$ cat src/rtl/fp_pkg.sv
// fp_pkg: shared FP datapath types, default widths and the shift-counter width helper
package fp_pkg;
  localparam int E_DEF = 8;
  localparam int M_DEF = 8;
  typedef enum logic [2:0] {IDLE, COMPARE, SHIFT, ADD, DONE} estado_alin_t;
  function automatic int cnt_w(input int m);
    return $clog2(m + 2);
  endfunction
endpackage

$ cat src/rtl/alineador_mantisas_if.sv
// alineador_mantisas_if: operand/result handshake bundle between the aligner and its neighbours
interface alineador_mantisas_if #(parameter int E = 8, parameter int M = 8);
  logic         in_valid;
  logic         in_ready;
  logic [E-1:0] exp_a;
  logic [E-1:0] exp_b;
  logic [M-1:0] man_a;
  logic [M-1:0] man_b;
  logic         out_valid;
  logic         out_ready;
  logic [M:0]   mantisa_suma;
  logic [E-1:0] exponente_mayor;
  logic         cout_mantisa;
  modport master (output in_valid, exp_a, exp_b, man_a, man_b, out_ready,
                  input in_ready, out_valid, mantisa_suma, exponente_mayor, cout_mantisa);
  modport slave  (input in_valid, exp_a, exp_b, man_a, man_b, out_ready,
                  output in_ready, out_valid, mantisa_suma, exponente_mayor, cout_mantisa);
endinterface

$ cat src/rtl/sumador_simple.sv
// sumador_simple: N-bit ripple-style adder with carry in and carry out
module sumador_simple #(parameter int N = 9) (
  input  logic [N-1:0] a,
  input  logic [N-1:0] b,
  input  logic         cin,
  output logic [N-1:0] s,
  output logic         cout
);
  assign {cout, s} = {1'b0, a} + {1'b0, b} + {{N{1'b0}}, cin};
endmodule

$ cat src/rtl/alineador_mantisas.sv
// alineador_mantisas: picks the larger exponent, right-aligns the smaller mantissa serially, adds both
module alineador_mantisas
  import fp_pkg::*;
#(parameter int E = E_DEF, parameter int M = M_DEF) (
  input logic clk,
  input logic rst_n,
  alineador_mantisas_if.slave bus
);
  localparam int CW = cnt_w(M);
  localparam logic [E:0] DMAX = (E+1)'(M + 1);
  estado_alin_t state_q, state_d;
  logic [E-1:0] ea_q, ea_d, eb_q, eb_d, eg_q, eg_d, exp_q, exp_d;
  logic [M-1:0] ma_q, ma_d, mb_q, mb_d, mg_q, mg_d;
  logic [M:0]   sm_q, sm_d, suma_q, suma_d, sum;
  logic [CW-1:0] cnt_q, cnt_d, d;
  logic         cout_q, cout_d, ov_q, ov_d, co, a_big;
  logic [E-1:0] diff;
  assign a_big = ea_q >= eb_q;
  assign diff  = a_big ? ea_q - eb_q : eb_q - ea_q;
  // shifting by more than M+1 leaves nothing, so the count saturates there
  assign d     = ({1'b0, diff} > DMAX) ? CW'(M + 1) : diff[CW-1:0];
  sumador_simple #(.N(M + 1)) u_sum (
    .a({1'b1, mg_q}), .b(sm_q), .cin(1'b0), .s(sum), .cout(co)
  );
  always_comb begin
    state_d = state_q;
    ea_d = ea_q; eb_d = eb_q; ma_d = ma_q; mb_d = mb_q;
    eg_d = eg_q; mg_d = mg_q; sm_d = sm_q; cnt_d = cnt_q;
    suma_d = suma_q; exp_d = exp_q; cout_d = cout_q; ov_d = ov_q;
    case (state_q)
      IDLE: if (bus.in_valid) begin
        ea_d = bus.exp_a; eb_d = bus.exp_b; ma_d = bus.man_a; mb_d = bus.man_b;
        state_d = COMPARE;
      end
      COMPARE: begin
        eg_d    = a_big ? ea_q : eb_q;
        mg_d    = a_big ? ma_q : mb_q;
        sm_d    = {1'b1, a_big ? mb_q : ma_q};
        cnt_d   = d;
        state_d = (d != '0) ? SHIFT : ADD;
      end
      SHIFT: begin
        sm_d    = sm_q >> 1;
        cnt_d   = cnt_q - 1'b1;
        state_d = (cnt_q == CW'(1)) ? ADD : SHIFT;
      end
      ADD: begin
        suma_d = sum; cout_d = co; exp_d = eg_q; ov_d = 1'b1;
        state_d = DONE;
      end
      DONE: if (ov_q && bus.out_ready) begin
        ov_d = 1'b0;
        state_d = IDLE;
      end
      default: state_d = IDLE;
    endcase
  end
  always_ff @(posedge clk or negedge rst_n)
    if (!rst_n) begin
      state_q <= IDLE;
      ea_q <= '0; eb_q <= '0; ma_q <= '0; mb_q <= '0;
      eg_q <= '0; mg_q <= '0; sm_q <= '0; cnt_q <= '0;
      suma_q <= '0; exp_q <= '0; cout_q <= 1'b0; ov_q <= 1'b0;
    end else begin
      state_q <= state_d;
      ea_q <= ea_d; eb_q <= eb_d; ma_q <= ma_d; mb_q <= mb_d;
      eg_q <= eg_d; mg_q <= mg_d; sm_q <= sm_d; cnt_q <= cnt_d;
      suma_q <= suma_d; exp_q <= exp_d; cout_q <= cout_d; ov_q <= ov_d;
    end
  assign bus.in_ready        = state_q == IDLE;
  assign bus.out_valid       = ov_q;
  assign bus.mantisa_suma    = suma_q;
  assign bus.exponente_mayor = exp_q;
  assign bus.cout_mantisa    = cout_q;
endmodule

$ cat src/flat_wrapper.sv
// flat-port wrapper written by rule: the top's interface ports become plain ports
module alineador_mantisas_flat import fp_pkg::*;
#(parameter int E = E_DEF, parameter int M = M_DEF)
  (clk, rst_n, bus_in_valid, bus_exp_a, bus_exp_b, bus_man_a, bus_man_b, bus_out_ready, bus_in_ready, bus_out_valid, bus_mantisa_suma, bus_exponente_mayor, bus_cout_mantisa);
  alineador_mantisas_if #(.E(E), .M(M)) bus_i ();
  input logic clk;
  input logic rst_n;
  input wire logic [$bits(bus_i.in_valid)-1:0] bus_in_valid;
  input wire logic [$bits(bus_i.exp_a)-1:0] bus_exp_a;
  input wire logic [$bits(bus_i.exp_b)-1:0] bus_exp_b;
  input wire logic [$bits(bus_i.man_a)-1:0] bus_man_a;
  input wire logic [$bits(bus_i.man_b)-1:0] bus_man_b;
  input wire logic [$bits(bus_i.out_ready)-1:0] bus_out_ready;
  output wire logic [$bits(bus_i.in_ready)-1:0] bus_in_ready;
  output wire logic [$bits(bus_i.out_valid)-1:0] bus_out_valid;
  output wire logic [$bits(bus_i.mantisa_suma)-1:0] bus_mantisa_suma;
  output wire logic [$bits(bus_i.exponente_mayor)-1:0] bus_exponente_mayor;
  output wire logic [$bits(bus_i.cout_mantisa)-1:0] bus_cout_mantisa;
  assign bus_i.in_valid = bus_in_valid;
  assign bus_i.exp_a = bus_exp_a;
  assign bus_i.exp_b = bus_exp_b;
  assign bus_i.man_a = bus_man_a;
  assign bus_i.man_b = bus_man_b;
  assign bus_i.out_ready = bus_out_ready;
  assign bus_in_ready = bus_i.in_ready;
  assign bus_out_valid = bus_i.out_valid;
  assign bus_mantisa_suma = bus_i.mantisa_suma;
  assign bus_exponente_mayor = bus_i.exponente_mayor;
  assign bus_cout_mantisa = bus_i.cout_mantisa;
  alineador_mantisas #(.E(E), .M(M)) u_core (.clk(clk), .rst_n(rst_n), .bus(bus_i));
endmodule
$ cat config.mk
export PLATFORM = sky130hd
export DESIGN_NAME = alineador_mantisas_flat
export DESIGN_NICKNAME = d
export VERILOG_FILES = /design/src/rtl/fp_pkg.sv /design/src/rtl/alineador_mantisas_if.sv /design/src/rtl/sumador_simple.sv /design/src/rtl/alineador_mantisas.sv /design/src/flat_wrapper.sv
export SDC_FILE = /design/constraint.sdc
export NUM_CORES = 1
export LEC_CHECK = 0
export ABC_AREA = 1
export BUFFER_PORTS_ARGS = -buffer_cell sky130_fd_sc_hd__clkbuf_2
export CORE_MARGIN = 1.5
export CORE_UTILIZATION = 50
export CTS_BUF_LIST = sky130_fd_sc_hd__clkbuf_8
export CTS_CLUSTER_DIAMETER = 30
export DETAILED_ROUTE_END_ITERATION = 8
export GPL_TIMING_DRIVEN = 1
export PLACE_DENSITY = 0.75
export SLEW_MARGIN = 5
export SYNTH_ARGS = -nofsm -noshare
export SYNTH_HDL_FRONTEND = slang
export SYNTH_SLANG_ARGS = --single-unit
$ cat constraint.sdc
create_clock -name clk -period 2.9 [get_ports clk]
set_input_delay 0.29 -clock clk [delete_from_list [all_inputs] [get_ports clk]]
set_output_delay 0.29 -clock clk [all_outputs]
set_load 0.01 [all_outputs]
==> impl_metrics.toml <==
[synth]
syn_area_um2 = 4612
syn_inst = 577
syn_area_per_cell_um2 = 7.993
synth_seq_cells = 83
synth.top_cell.area_share_pct = 45.04
ys_top_cells_by_count = "nand2_1, inv_1, dfrtp_1, a21oi_1, nor2_1"
async_reset_ff_share_pct = 100.0
syn_nets = 641
synth_most_common_cell = "nand2_1"
synth_top_cell_by_area = "dfrtp_1"
synth.distinct_cells = 34
ys_seq_area_share_pct = 45.04
synthTopCellsByArea = "dfrtp_1, nand2_1, inv_1"
synthFlopType = "dfrtp_1"
synth_edf_count = 0
ys_warn_count = 0

[routing]
wl_per_cell_um = 13.58
drt_iter0_markers = 199
num_vias = 3831
ant_nets = 0
drt-vias-per-instance = 5.170
drc = 0
routed_wl_um = 10070
drtPass1Iterations = 4

[cts]
cts_resized = 0
h-tree-depth = 3
clkLatencyLatePin_ns = 0.35
post_cts_buffers = 0
cts_root_buf = "clkbuf_8"
clk_path_buf_depth = 2
numCtsBuffers = 9
clkSinkCount = 83
path_clk_slew_ns = 0.08
cts_tree = "done"
cts_hold_buf = 0

[timing]
final.setup.tns_ns = 0
finClkSkew_ns = 0.007735
fin_crit_sh_pct = 84.85
final-setup-viol-count = 0
fin_crit_ns = 2.461
slew_headroom_pct = 30.96
max_freq_mhz = 406.4
drv_slew = 0
tightest_slew_ns = 1.036
rsz0062_at_grt = "no"
hold_viol = 0

[grt]
gr-usage-met3_pct = 3.121
gr-usage-met2_pct = 35.12
grt.overflow.total = 0
antenna_found_initial = 0
grt_first_pass_wirelength_um = 17000
grt-busiest-layer = "met2"
grt_max_degree = 84
grt.total_usage_pct = 21.89
use_met1_pct = 30.52
grt_pass1_vias = 3645

[layout]
fin_nets = 692
fin_util_pct = 58.68
fillCellCount = 826
syn2layout_area_growth_pct = 12.59
antenna_cells = 0
register_area_um2 = 2077
fin_cells = 741
multi_input_area_um2 = 2106
drive_gt1_share_pct = 15.48

[worst_setup_path]
worst_path_most_repeated_cell = "nand2_1"
path_cells = "inv_1 -> ha_1 -> fa_1 -> inv_1 -> nand2_1 -> nand2_1 -> nand3_2 -> nand3_2 -> buf_4 -> nand2_1 -> o21ai_0 -> o221ai_1"
arrival_ns = 2.67
crit_path_end_kind = "flip-flop"
worstPathMaxFanout = 36
setup.worst_path.start_class = "flip-flop"
worstPathRequired_ns = 3.11
max_stage_delay_ns = 0.40
worstSetupPathType = "reg2reg"
crit_buf_inv = 3
crit_family = "adder cells"
slowest_stage = "fa_1"

[die]
fp-row-count = 34
ioPinCount = 56
start_util_pct = 52.12
die_w_um = 99.04
die_y_um = 99.04
coreArea_um2 = 8848
die-area_um2 = 9809

[run_status]
outcome = "complete, no violations"

[placement]
io_buffers = 55
dpl.hpwl_um = 7565
dp_cells = 725
gp_congestion = 0.9330

[run]
drv_cap = 0

[min_path]
worst_hold_path_type = "in2async"
-- cell families after synthesis --
logic type	share of synthesized area, %
AO/OA/AOI/OAI	14.60
flip-flops	45.04
AND/OR/NAND/NOR	20.43
XOR/XNOR	1.519
multiplexers	0.9766
buffers and inverters	9.360
adder cells (fa/ha/maj)	8.085
-- flip-flops by register name, indices dropped and copies added, names as in the netlist --
register and flops:
u_core.bus.cout_mantisa 1, u_core.bus.exponente_mayor 8, u_core.bus.mantisa_suma 9, u_core.bus.out_valid 1, u_core.cnt_q 4, u_core.ea_q 8
u_core.eb_q 8, u_core.eg_q 8, u_core.ma_q 8, u_core.mb_q 8, u_core.mg_q 8, u_core.sm_q 9
u_core.state_q 3
-- cell type report --
cell class / count / share of cell area, %
Multi-Input combinational cell: 385 / 40.55
Inverter: 88 / 6.361
Timing Repair Buffer: 61 / 6.458
Clock buffer: 9 / 2.386
Tap cell: 108 / 2.602
Sequential cell: 83 / 40.00
Clock inverter: 7 / 1.639
-- layout by cell type, fill, tap and decap left out, types with 9 or more instances in the layout --
| master | n |
|---|---|
| nor2_1 | 51 |
| o221ai_1 | 9 |
| o21ai_0 | 46 |
| nand3_1 | 21 |
| dfrtp_1 | 83 |
| clkbuf_2 | 54 |
| clkbuf_8 | 9 |
| o21ai_1 | 9 |
| a21oi_1 | 52 |
| ha_1 | 25 |
| inv_1 | 88 |
| nand2_1 | 126 |
-- metrics by stage --
step	worst slack, ns	hold WS [ns]	area [um2]
final	0.4393	0.1152	5192
after global routing	0.2541	0.1587	5192
after CTS	0.4555	0.1626	5192
after detailed placement	0.4949	0.4673	4984
after global placement	0.5881	0.4573	4984
after floorplan	0.8252	-0.005591	4612
-- metal layers --
metal	part of all wire [%]	vias to the layer above
met5	0	-
met4	1.6	0
met3	3.7	10
met2	47	78
met1	47	1792
li1	-	1951
-- worst reg2reg max path, delay by kind of cell (launching register included) --
| kind | cells | cell delay [ns] |
|---|---|---|
| adders and majority gates | 2 | 0.62 |
| and+or+nand+nor | 5 | 0.59 |
| DFF | 1 | 0.36 |
| AOI/OAI and AO/OA | 2 | 0.23 |
| buffers and inverters | 3 | 0.51 |
-- path summary, 6_finish.rpt --
path	to	cells after the start	slack, ns	startpoint
worst max-delay path	u_core.sm_q[5]	12	0.44	u_core.ea_q[0]
worst min-delay path	u_core.bus.exponente_mayor[7]	1	0.12	rst_n
min in group clk	u_core.ma_q[0]	2	0.17	bus_man_a[0]
worst max register to register	u_core.sm_q[5]	12	0.44	u_core.ea_q[0]
max in group asynchronous	u_core.sm_q[2]	1	2.12	rst_n
worst min register to register	u_core.bus.mantisa_suma[0]	2	0.48	u_core.bus.mantisa_suma[0]
Power is not shown: default switching activity piles up to over one toggle a cycle in this logic, so the estimate is an artifact.
